$ cat src/rtl/riscv_arb_pkg.sv
// riscv_arb_pkg: shared types and defaults for the instruction/data memory arbiter.
package riscv_arb_pkg;
   typedef enum logic [1:0] {OWN_NONE, OWN_INSTR, OWN_DATA} owner_t;
   localparam int STARVE_MAX_DEF = 4;
endpackage

$ cat src/rtl/riscv_arb_prio.sv
// riscv_arb_prio: picks the fetch/data winner each cycle; fixed data priority with a
// fetch starvation guard, or round-robin on conflicts when RISCV_ARB_RR_EN is defined.
module riscv_arb_prio
   import riscv_arb_pkg::*;
#(
   parameter int STARVE_MAX = STARVE_MAX_DEF
) (
   input  logic clk_i,
   input  logic rst_i,
   input  logic i_req,
   input  logic d_req,
   output logic i_win,
   output logic d_win
);
`ifdef RISCV_ARB_RR_EN
   // last_d: data won the most recent conflict, so fetch takes the next one
   logic last_d;
   always_ff @(posedge clk_i)
      if (rst_i) last_d <= 1'b1;
      else if (i_req && d_req) last_d <= d_win;
   assign i_win = i_req && (!d_req || last_d);
`else
   localparam int CW = $clog2(STARVE_MAX + 1);
   localparam logic [CW-1:0] CMAX = CW'(STARVE_MAX);
   logic [CW-1:0] starve_cnt;
   always_ff @(posedge clk_i)
      if (rst_i || !i_req || i_win) starve_cnt <= '0;
      else if (starve_cnt != CMAX) starve_cnt <= starve_cnt + 1'b1;
   assign i_win = i_req && (!d_req || starve_cnt == CMAX);
`endif
   assign d_win = d_req && !i_win;
endmodule

$ cat src/rtl/riscv_mem_arbiter.sv
// riscv_mem_arbiter: shares one single-ported SRAM between fetch and LSU ports.
// Define RISCV_ARB_RR_EN for round-robin conflicts instead of fixed data priority.
module riscv_mem_arbiter
   import riscv_arb_pkg::*;
#(
   parameter int XLEN       = 32,
   parameter int STARVE_MAX = STARVE_MAX_DEF
) (
   input  logic              clk_i,
   input  logic              rst_i,
   input  logic              i_req_i,
   input  logic [XLEN-1:0]   i_addr_i,
   output logic              i_gnt_o,
   output logic              i_rvalid_o,
   output logic [XLEN-1:0]   i_rdata_o,
   input  logic              d_req_i,
   input  logic              d_we_i,
   input  logic [XLEN/8-1:0] d_be_i,
   input  logic [XLEN-1:0]   d_addr_i,
   input  logic [XLEN-1:0]   d_wdata_i,
   output logic              d_gnt_o,
   output logic              d_rvalid_o,
   output logic [XLEN-1:0]   d_rdata_o,
   output logic              mem_req_o,
   output logic              mem_we_o,
   output logic [XLEN/8-1:0] mem_be_o,
   output logic [XLEN-1:0]   mem_addr_o,
   output logic [XLEN-1:0]   mem_wdata_o,
   input  logic [XLEN-1:0]   mem_rdata_i
);
   logic i_win, d_win;
   owner_t rd_owner;

   riscv_arb_prio #(.STARVE_MAX(STARVE_MAX)) u_prio (
      .clk_i(clk_i),
      .rst_i(rst_i),
      .i_req(i_req_i),
      .d_req(d_req_i),
      .i_win(i_win),
      .d_win(d_win)
   );

   assign i_gnt_o     = !rst_i && i_win;
   assign d_gnt_o     = !rst_i && d_win;
   assign mem_req_o   = i_gnt_o || d_gnt_o;
   assign mem_we_o    = d_gnt_o && d_we_i;
   assign mem_be_o    = i_gnt_o ? '1 : d_be_i;
   assign mem_addr_o  = i_gnt_o ? i_addr_i : d_addr_i;
   assign mem_wdata_o = d_wdata_i;

   always_ff @(posedge clk_i)
      if (rst_i) rd_owner <= OWN_NONE;
      else rd_owner <= i_gnt_o ? OWN_INSTR : (d_gnt_o && !d_we_i) ? OWN_DATA : OWN_NONE;

   // gating with rst_i drops a read whose data would land during reset
   assign i_rvalid_o = !rst_i && rd_owner == OWN_INSTR;
   assign d_rvalid_o = !rst_i && rd_owner == OWN_DATA;
   assign i_rdata_o  = mem_rdata_i;
   assign d_rdata_o  = mem_rdata_i;
endmodule

$ cat config.mk
export PLATFORM = sky130hd
export DESIGN_NAME = riscv_mem_arbiter
export DESIGN_NICKNAME = d
export VERILOG_FILES = /design/src/rtl/riscv_arb_pkg.sv /design/src/rtl/riscv_arb_prio.sv /design/src/rtl/riscv_mem_arbiter.sv
export SDC_FILE = /design/constraint.sdc
export NUM_CORES = 1
export LEC_CHECK = 0
export BUFFER_PORTS_ARGS = -buffer_cell sky130_fd_sc_hd__buf_4
export CORE_AREA = 3 3 107 109
export CTS_CLUSTER_DIAMETER = 120
export DETAILED_ROUTE_END_ITERATION = 8
export DIE_AREA = 0 0 110 112
export SYNTH_ARGS = -nofsm -noshare
export SYNTH_HDL_FRONTEND = slang
export SYNTH_HIERARCHICAL = 1
export SYNTH_SLANG_ARGS = --single-unit
export TNS_END_PERCENT = 1
$ cat constraint.sdc
create_clock -name clk_i -period 2.45 [get_ports clk_i]
set_input_delay 0.1225 -clock clk_i [delete_from_list [all_inputs] [get_ports clk_i]]
set_output_delay 0.1225 -clock clk_i [all_outputs]
set_load 0.005 [all_outputs]
# Word level (Yosys, flattened, before mapping)
# Cells that the tools add are included.
dict set report word_totals {
  regBits 5
  inputBits 137
}
dict set report classes {
  n_addsub 1
  reduce_logical 18
  eq_ne 4
  muxes 4
}
# cell n
set op_table {}
lappend op_table {{2-to-1 mux 32 bit} 1}
lappend op_table {{logical AND 1 bit} 8}
lappend op_table {{zero test 1 bit} 5}
lappend op_table {{logical OR 1 bit} 4}
lappend op_table {{2-to-1 mux 4 bit} 1}
lappend op_table {{adder 3 x 1 -> 3 bit (second input constant)} 1}
lappend op_table {{== test 3 bit (second input constant)} 1}
lappend op_table {{!= test 3 bit (second input constant)} 1}
lappend op_table {{== test 2 x 1 -> 1 bit (second input constant)} 1}
lappend op_table {{== test 2 bit (second input constant)} 1}
lappend op_table {{2-to-1 mux 2 bit} 1}
lappend op_table {{OR reduction 2 bit} 1}
lappend op_table {{2-to-1 mux 1 bit} 1}

# Longest topological paths before layout
# Gate-level depths: netlist of the first run.
dict set report logic_depth {
  ltp_word 9
  ltp_mapped 8
  ltp_nobuf 6
}

# By module
# The synthesis of the first run kept the hierarchy.
# mod cells_per_inst area_per_inst_um2 seq_area_each_um2 instances
set modules_own_cells {}
lappend modules_own_cells {riscv_mem_arbiter 148 1307.5 40.0 1}
lappend modules_own_cells {riscv_arb_prio 17 161.4 60.1 1}

# Worst setup path after synthesis of the first run
# OpenSTA, ideal clock, no wires.
dict set report synth_timing {
  path_type {register to output}
  startpoint {reg u_prio.starve_cnt[0]}
  endpoint {out mem_addr_o[17]}
  setup_slack_ns 0.707
  required_time_ns 2.328
  stages_incl_launch_ff 9
  arrival_ns 1.621
  path_cell_list {dfxtp_1 -> inv_1 -> ha_1 -> nand2_1 -> a21boi_0 -> nand2b_4 -> buf_6 -> buf_8 -> mux2_4}
}
dict set report synth_between {
  elab_chain_cells 5
}
# element line
set synth_lines {}
lappend synth_lines {{start: declaration} riscv_arb_prio.sv:25} ;# logic [CW-1:0] starve_cnt;
lappend synth_lines {{start signal: assignment} riscv_arb_prio.sv:28} ;# else if (starve_cnt != CMAX) starve_cnt <= starve_cnt + 1'b1;
lappend synth_lines {{== test 3 bit} riscv_arb_prio.sv:29} ;# assign i_win = i_req && (!d_req || starve_cnt == CMAX);
lappend synth_lines {{logical OR 1 bit} riscv_arb_prio.sv:29}
lappend synth_lines {{logical AND 1 bit} riscv_arb_prio.sv:29}
lappend synth_lines {{net i_win} riscv_mem_arbiter.sv:31} ;# logic i_win, d_win;
lappend synth_lines {{logical AND 1 bit} riscv_mem_arbiter.sv:43} ;# assign i_gnt_o = !rst_i && i_win;
lappend synth_lines {{2-to-1 mux 32 bit} riscv_mem_arbiter.sv:48} ;# assign mem_addr_o = i_gnt_o ? i_addr_i : d_addr_i;
lappend synth_lines {{end: declaration} riscv_mem_arbiter.sv:27} ;# output logic [XLEN-1:0] mem_addr_o,
# The timed path passes the listed nets, and every way through them passes these cells.

# Final worst setup path of the first run
dict set report layout_timing {
  startpoint {reg u_prio.starve_cnt[0]}
  endpoint {out mem_addr_o[30]}
}
# Same word-level chain as after synthesis.

==> results.toml, run 1 <==
[synthesis]
synth_cells = 165
avgSynthCellArea_um2 = 8.90
synth_area_leaders = "buf_4 (50%), mux2_4 (14%), mux2_2 (14%), dfxtp_1 (6.8%), nand2b_1 (2.1%)"
netlist_area_um2 = 1470
yosysWarnings = 6
synth_top_cell_area_share_pct = 49.6
syn_nets = 304
ys_types = 20
yosys_register_bits = 5
ys_seq_area_share_pct = 6.81
synth_top_cell_by_area = "buf_4"

[routing]
wl_um = 3830
dr.pass1.iters = 4
via_per_inst = 3.20
routedWlPerCell_um = 11.8
drc = 0
drtIter0Drc = 16
via_count = 1038
antenna_left = 0

[min_path]
min_path_type = "in -> reg"
hold_depth = 2
min_to = "rd_owner[1]$_SDFF_PP0_"
min-delay-start = "d_we_i"

[floorplanning]
io_pins = 275
chipWidth_um = 110
core_um2 = 10700
start_util_pct = 13.7
die_h_um = 112
die-area_um2 = 12300
row_count = 38

[grt]
grt_max_degree = 39
antenna_found_initial = 0
met3_usage_pct = 2.43
grt_usage_pct = 5.24
grt_use_met2_pct = 8.45
use_met1_pct = 5.93
grt_pass1_wl_um = 5200
gr-max-usage-layer = "met2"
grt_overflow_total = 0
grt_pass1_vias = 1094

[placed_design]
gp_congestion = 0.747
pre_cts_slack_ns = 0.280
hpwl_um = 3140
io_buffers = 114

[run_status]
status = "complete, no violations"

[clock_tree]
cts_hold_buffers = 0
cts_buffer_depth = 2
cts-resized-gates = 0
clk_pin_slew_ns = 0.04
post_cts_buffers = 0
tritoncts = "yes"
clk-insertion-delay-late_ns = 0.22
cts-buffers-inserted = 3
htree_levels = 1
cts_root_buffer = "clkbuf_8"
cts.sinks = 5

[worst_setup_path]
required_ns = 2.33
worstSetupPathType = "reg -> out"
crit_chain = "inv_1, ha_1, nand2_1, a21boi_2, nand2b_4, mux2_4, buf_4"
critPathArrivalTime_ns = 2.02
r2r_cells = 6
endpoint_kind = "output port"
slowest_delay_ns = 0.39
r2r_end = "rd_owner[1]$_SDFF_PP0_"
slowest_stage = "mux2_4"
critical_path.startpoint_type = "flip-flop"
crit_fanout = 19
r2r_slack_ns = 0.81
rr_startpoint = "u_prio/starve_cnt[0]$_SDFFE_PP0P_"

[timing]
timing.final.crit_share_pct = 87.4
min_period_ns = 2.14
worst_pin_slew_ns = 0.390
fin_ws_ns = 0.309
slew_violations = 0
rsz0062_at_grt = "false"
slew_headroom_pct = 74.0
finClkSkew_ns = 0.00167
finalSetupViolCount = 0
hold_viol = 0
timing.setup.tns_ns = 0
max_freq_mhz = 467

[flow_run]
drv_cap = 0

[pwr]
p_leak_uw = 0.000914
power_density_nw_per_um2 = 272
peakVddDrop_mv = 0.157

[final_layout]
area_growth_pct = 22.3
final_common_cell = "buf_4"
n_antenna_cell = 0
nets = 324
drive_gt1_share_pct = 83.2
mostFrequentLayoutCells = "buf_4 (114), mux2_2 (18), mux2_4 (14), nand2b_1 (5), dfxtp_1 (5)"
-- registers in the layout (all words and copies together), names as in the netlist --
| register | cells |
|---|---|
| rd_owner | 2 |
| u_prio/starve_cnt | 3 |
-- worst max-delay path: cells and delay by family (launching register included) --
kind	cells	cell delay, ns
adder cells (fa/ha/maj)	1	0.16
AND/OR/NAND/NOR	2	0.36
buffers and inverters	2	0.20
AO/OA/AOI/OAI	1	0.34
flip-flops	1	0.32
multiplexers	1	0.39
-- layout make-up --
type | instances | area [µm²]
fill | 1191 | 8900
timing repair buffer | 114 | 856
sequential | 5 | 100
clock buffer | 4 | 45.0
tap | 140 | 175
inverter | 4 | 15.0
multi-input combinational | 57 | 606
-- cell usage after synthesis (all sizes together) --
cell	instances
a21boi	2
nor2b	1
nor3b	4
ha	2
dfxtp	5
mux2	32
nand2b	6
inv	4
a21oi	1
or3b	1
and2	2
nor2	2
buf	100
nand2	1
nand3b	1
nor3	1
-- how the worst max path moves through the flow --
stage          slack, ns  depth (start not counted)                         startpoint        endpoint
4_1_cts             0.03                          7  u_prio/starve_cnt[0]$_SDFFE_PP0P_  mem_addr_o[30]
3_5_place_dp        0.28                          7  u_prio/starve_cnt[0]$_SDFFE_PP0P_  mem_addr_o[17]
3_3_place_gp        0.37                          7  u_prio/starve_cnt[0]$_SDFFE_PP0P_  mem_addr_o[14]
5_1_grt             0.19                          7  u_prio/starve_cnt[0]$_SDFFE_PP0P_  mem_addr_o[30]
2_1_floorplan       0.71                          8  u_prio/starve_cnt[0]$_SDFFE_PP0P_  mem_addr_o[17]
6_report            0.31                          7  u_prio/starve_cnt[0]$_SDFFE_PP0P_  mem_addr_o[30]
-- report_power, final --
| group | internal [µW] | switching (µW) |
|---|---|---|
| combinational | 176 | 75.1 |
| sequential | 84.1 | 1.21 |
| clock | 112 | 40.9 |
| total | 372 | 117 |
-- layer usage --
metal  share of wire [%]  up-vias
met3                  13       21
met5                   0        -
met1                  36      457
li1                    -      473
met4                 2.2        0
met2                  49       87
-- cells by family (layout without fill, tap and decap cells) --
group                      after synthesis  count (layout)  share of synthesized area (%)
AOI/OAI and AO/OA                        3               3                           1.62
adders and majority gates                2               2                           1.70
buffers and inverters                  104             122                           53.2
DFF                                      5               5                           6.81
muxes                                   32              32                           28.1
and+or+nand+nor                         19              20                           8.60
-- metrics by stage --
stage	utilization (%)	hold WS, ns	cell area [µm²]	cells	total power [µW]
floorplan	-	0.198	1470	165	298
global placement	16.2	0.245	1730	319	333
detailed placement	16.2	0.245	1730	319	335
CTS	16.6	0.0865	1780	323	492
global route	16.8	0.0820	1800	324	517
finish	16.8	0.0911	1800	324	489
Note: power is estimated with default switching activity, not from simulation.
==> run 2, diff against run 1 <==
--- a/config.mk
+++ b/config.mk
@@ -6,12 +6,11 @@
 export NUM_CORES = 1
 export LEC_CHECK = 0
 export BUFFER_PORTS_ARGS = -buffer_cell sky130_fd_sc_hd__buf_4
-export CORE_AREA = 3 3 107 109
+export CORE_AREA = 3 3 105 107
 export CTS_CLUSTER_DIAMETER = 120
 export DETAILED_ROUTE_END_ITERATION = 8
-export DIE_AREA = 0 0 110 112
+export DIE_AREA = 0 0 108 110
 export SYNTH_ARGS = -nofsm -noshare
 export SYNTH_HDL_FRONTEND = slang
-export SYNTH_HIERARCHICAL = 1
 export SYNTH_SLANG_ARGS = --single-unit
 export TNS_END_PERCENT = 1
==> run 2 against run 1 <==
Routed wire length rose by 3.4%. Utilization rose by 1.0 points. Cell count fell by 1.9%. Largest cell class unchanged. Critical endpoint is now mem_addr_o[2]. Sequential power fell by 0.5%. Design area rose by 1.6%. Count of clock-buffer cells in the layout fell by 1. Global-route usage fell by 0.15 points. Highest routed layer unchanged. Synthesized cell count fell by 1.2%. Combinational power rose by 3%.
==> results.toml, run 2 <==
[run_status]
status = "complete, no violations"

[synthesis]
ys_types = 19
syn_nets = 302
ys_seq_area_share_pct = 6.62
synth_top_cell_by_area = "buf_4"
synthTopCellsByCount = "buf_4 (96), mux2_4 (25), mux2_2 (7)"
synth_area_leaders = "buf_4 (48%), mux2_4 (25%), dfxtp_1 (6.6%), mux2_2 (5.2%), buf_12 (2.6%)"
yosysWarnings = 0
yosys_register_bits = 5
synthArstFlopShare_pct = 0
synth-edff-count = 0
avgSynthCellArea_um2 = 9.27
ys.flop_type = "dfxtp_1"
synth_cells = 163
synth_top_cell_area_share_pct = 47.7
yosysMostFrequentCell = "buf_4"
netlist_area_um2 = 1510

[final_layout]
area_growth_pct = 20.8
top_regs = "u_prio.starve_cnt (3), rd_owner (2)"
final_common_cell = "buf_4"
largest_reg_flops = 3
fin_cells = 318
regMostFlops = "u_prio.starve_cnt"
n_antenna_cell = 0
mostFrequentLayoutCells = "buf_4 (114), mux2_4 (25), mux2_2 (7), dfxtp_1 (5)"
final_cell_area_um2 = 1830
nets = 322
drive_gt1_share_pct = 86.8

[floorplanning]
row_count = 37
die_h_um = 110
io_pins = 275
chipWidth_um = 108
die-area_um2 = 11900
start_util_pct = 14.8
core_um2 = 10200

[timing]
rsz0062_at_grt = "false"
slew_violations = 0
timing.setup.tns_ns = 0
slew_headroom_pct = 76.3
worst_pin_slew_ns = 0.353
finClkSkew_ns = 0.00572
finalSetupViolCount = 0
max_freq_mhz = 504
min_period_ns = 1.99
hold_viol = 0
timing.final.crit_share_pct = 81.0

[routing]
via_count = 1025
antenna_left = 0
routedWlPerCell_um = 12.4
dr.pass1.iters = 3
drc = 0
drtIter0Drc = 42
via_per_inst = 3.22
wl_um = 3960

[placed_design]
io_buffers = 114
place_inst = 314
gp_congestion = 0.620
hpwl_um = 3380
dpl_cell_area_um2 = 1780

[min_path]
min_to = "rd_owner[1]$_SDFF_PP0_"
hold_depth = 2
min-delay-start = "d_we_i"
min_path_type = "in -> reg"

[pwr]
p_leak_uw = 0.000910
peakVddDrop_mv = 0.150
power_density_nw_per_um2 = 273
power_uw = 499

[grt]
grt_max_degree = 38
grt_pass1_wl_um = 4630
grt_usage_pct = 5.09
grt_overflow_total = 0
grt_pass1_vias = 924
antenna_found_initial = 0

[clock_tree]
clk_pin_slew_ns = 0.04
tritoncts = "yes"
htree_levels = 1
cts_root_buffer = "clkbuf_8"
cts_hold_buffers = 0
post_cts_buffers = 0
cts_buffer_depth = 2
clk-insertion-delay-late_ns = 0.23
cts-resized-gates = 0
cts-buffers-inserted = 3
cts.sinks = 5

[worst_setup_path]
rr_startpoint = "u_prio.starve_cnt[0]$_SDFFE_PP0N_"
worstSetupPathType = "reg -> out"
endpoint_kind = "output port"
critPathArrivalTime_ns = 1.86
required_ns = 2.33
r2r_cells = 4
crit_fanout = 37
r2r_end = "rd_owner[1]$_SDFF_PP0_"
critical_path.startpoint_type = "flip-flop"
r2r_slack_ns = 1.22

[flow_run]
drv_cap = 0
==> run 2: cell types whose count changed in the layout (fill, tap and decap cells not counted), moves of 2 or more <==
cell,before,now
and3_1,0,2
mux2_2,18,7
mux2_4,14,25
nand2b_1,5,0
nand2b_4,2,0
nor2_1,2,4
nor3b_1,4,2
or2_2,0,4
==> run 2: critical path, stage by stage, from the launching register on <==
cell and delay, ns:
dfxtp_1 0.30, inv_1 0.06, ha_1 0.21, a21boi_2 0.11, nor2b_4 0.14, buf_12 0.24
mux2_2 0.40, buf_4 0.14
==> run 2: worst max path at each step <==
| stage | startpoint | end | slack [ns] | cells past startpoint |
|---|---|---|---|---|
| final | u_prio.starve_cnt[0]$_SDFFE_PP0N_ | mem_addr_o[2] | 0.46 | 7 |
| after global routing | u_prio.starve_cnt[0]$_SDFFE_PP0N_ | mem_addr_o[3] | 0.37 | 7 |
| after CTS | u_prio.starve_cnt[0]$_SDFFE_PP0N_ | mem_addr_o[3] | 0.44 | 7 |
| after detailed placement | u_prio.starve_cnt[0]$_SDFFE_PP0N_ | mem_addr_o[3] | 0.69 | 7 |
| after global placement | u_prio.starve_cnt[0]$_SDFFE_PP0N_ | mem_addr_o[3] | 0.73 | 7 |
| after floorplan | u_prio.starve_cnt[0]$_SDFFE_PP0N_ | mem_addr_o[10] | 0.93 | 7 |
==> run 2: through the flow <==
step | utilization (%) | setup WS (ns) | hold WS [ns]
after detailed placement | 17.4 | 0.693 | 0.245
after global placement | 17.4 | 0.731 | 0.245
after CTS | 17.8 | 0.440 | 0.0595
final | 17.8 | 0.465 | 0.0635
after global routing | 17.8 | 0.371 | 0.0679
after floorplan | - | 0.928 | 0.194
==> run 2: layout make-up <==
class,count,area [µm²]
multi-input combinational,55,622
fill,1144,8410
timing repair buffer,115,876
inverter,3,11.3
clock buffer,3,41.3
sequential,5,100
tap,136,170
clock inverter,1,5.00
==> run 2: report_power, final <==
| part | switching, µW | internal (µW) |
|---|---|---|
| logic | 72.5 | 186 |
| clock network | 46.3 | 110 |
| registers | 0.952 | 84.0 |
==> run 2: logic make-up after synthesis <==
kind of cell	synth area share, %
compound gates	1.32
fa+ha+maj	1.66
buf+inv	52.6
flops	6.62
mux	30.7
simple gates	7.12
==> run 2: per-layer routing <==
metal	wire (µm)	vias up	GRT usage, %	part of all wire (%)
met2	1710	119	6.66	43
met5	0	-	0	0
li1	-	467	-	-
met3	922	15	5.47	23
met4	71	0	1.98	1.8
met1	1250	424	5.23	32
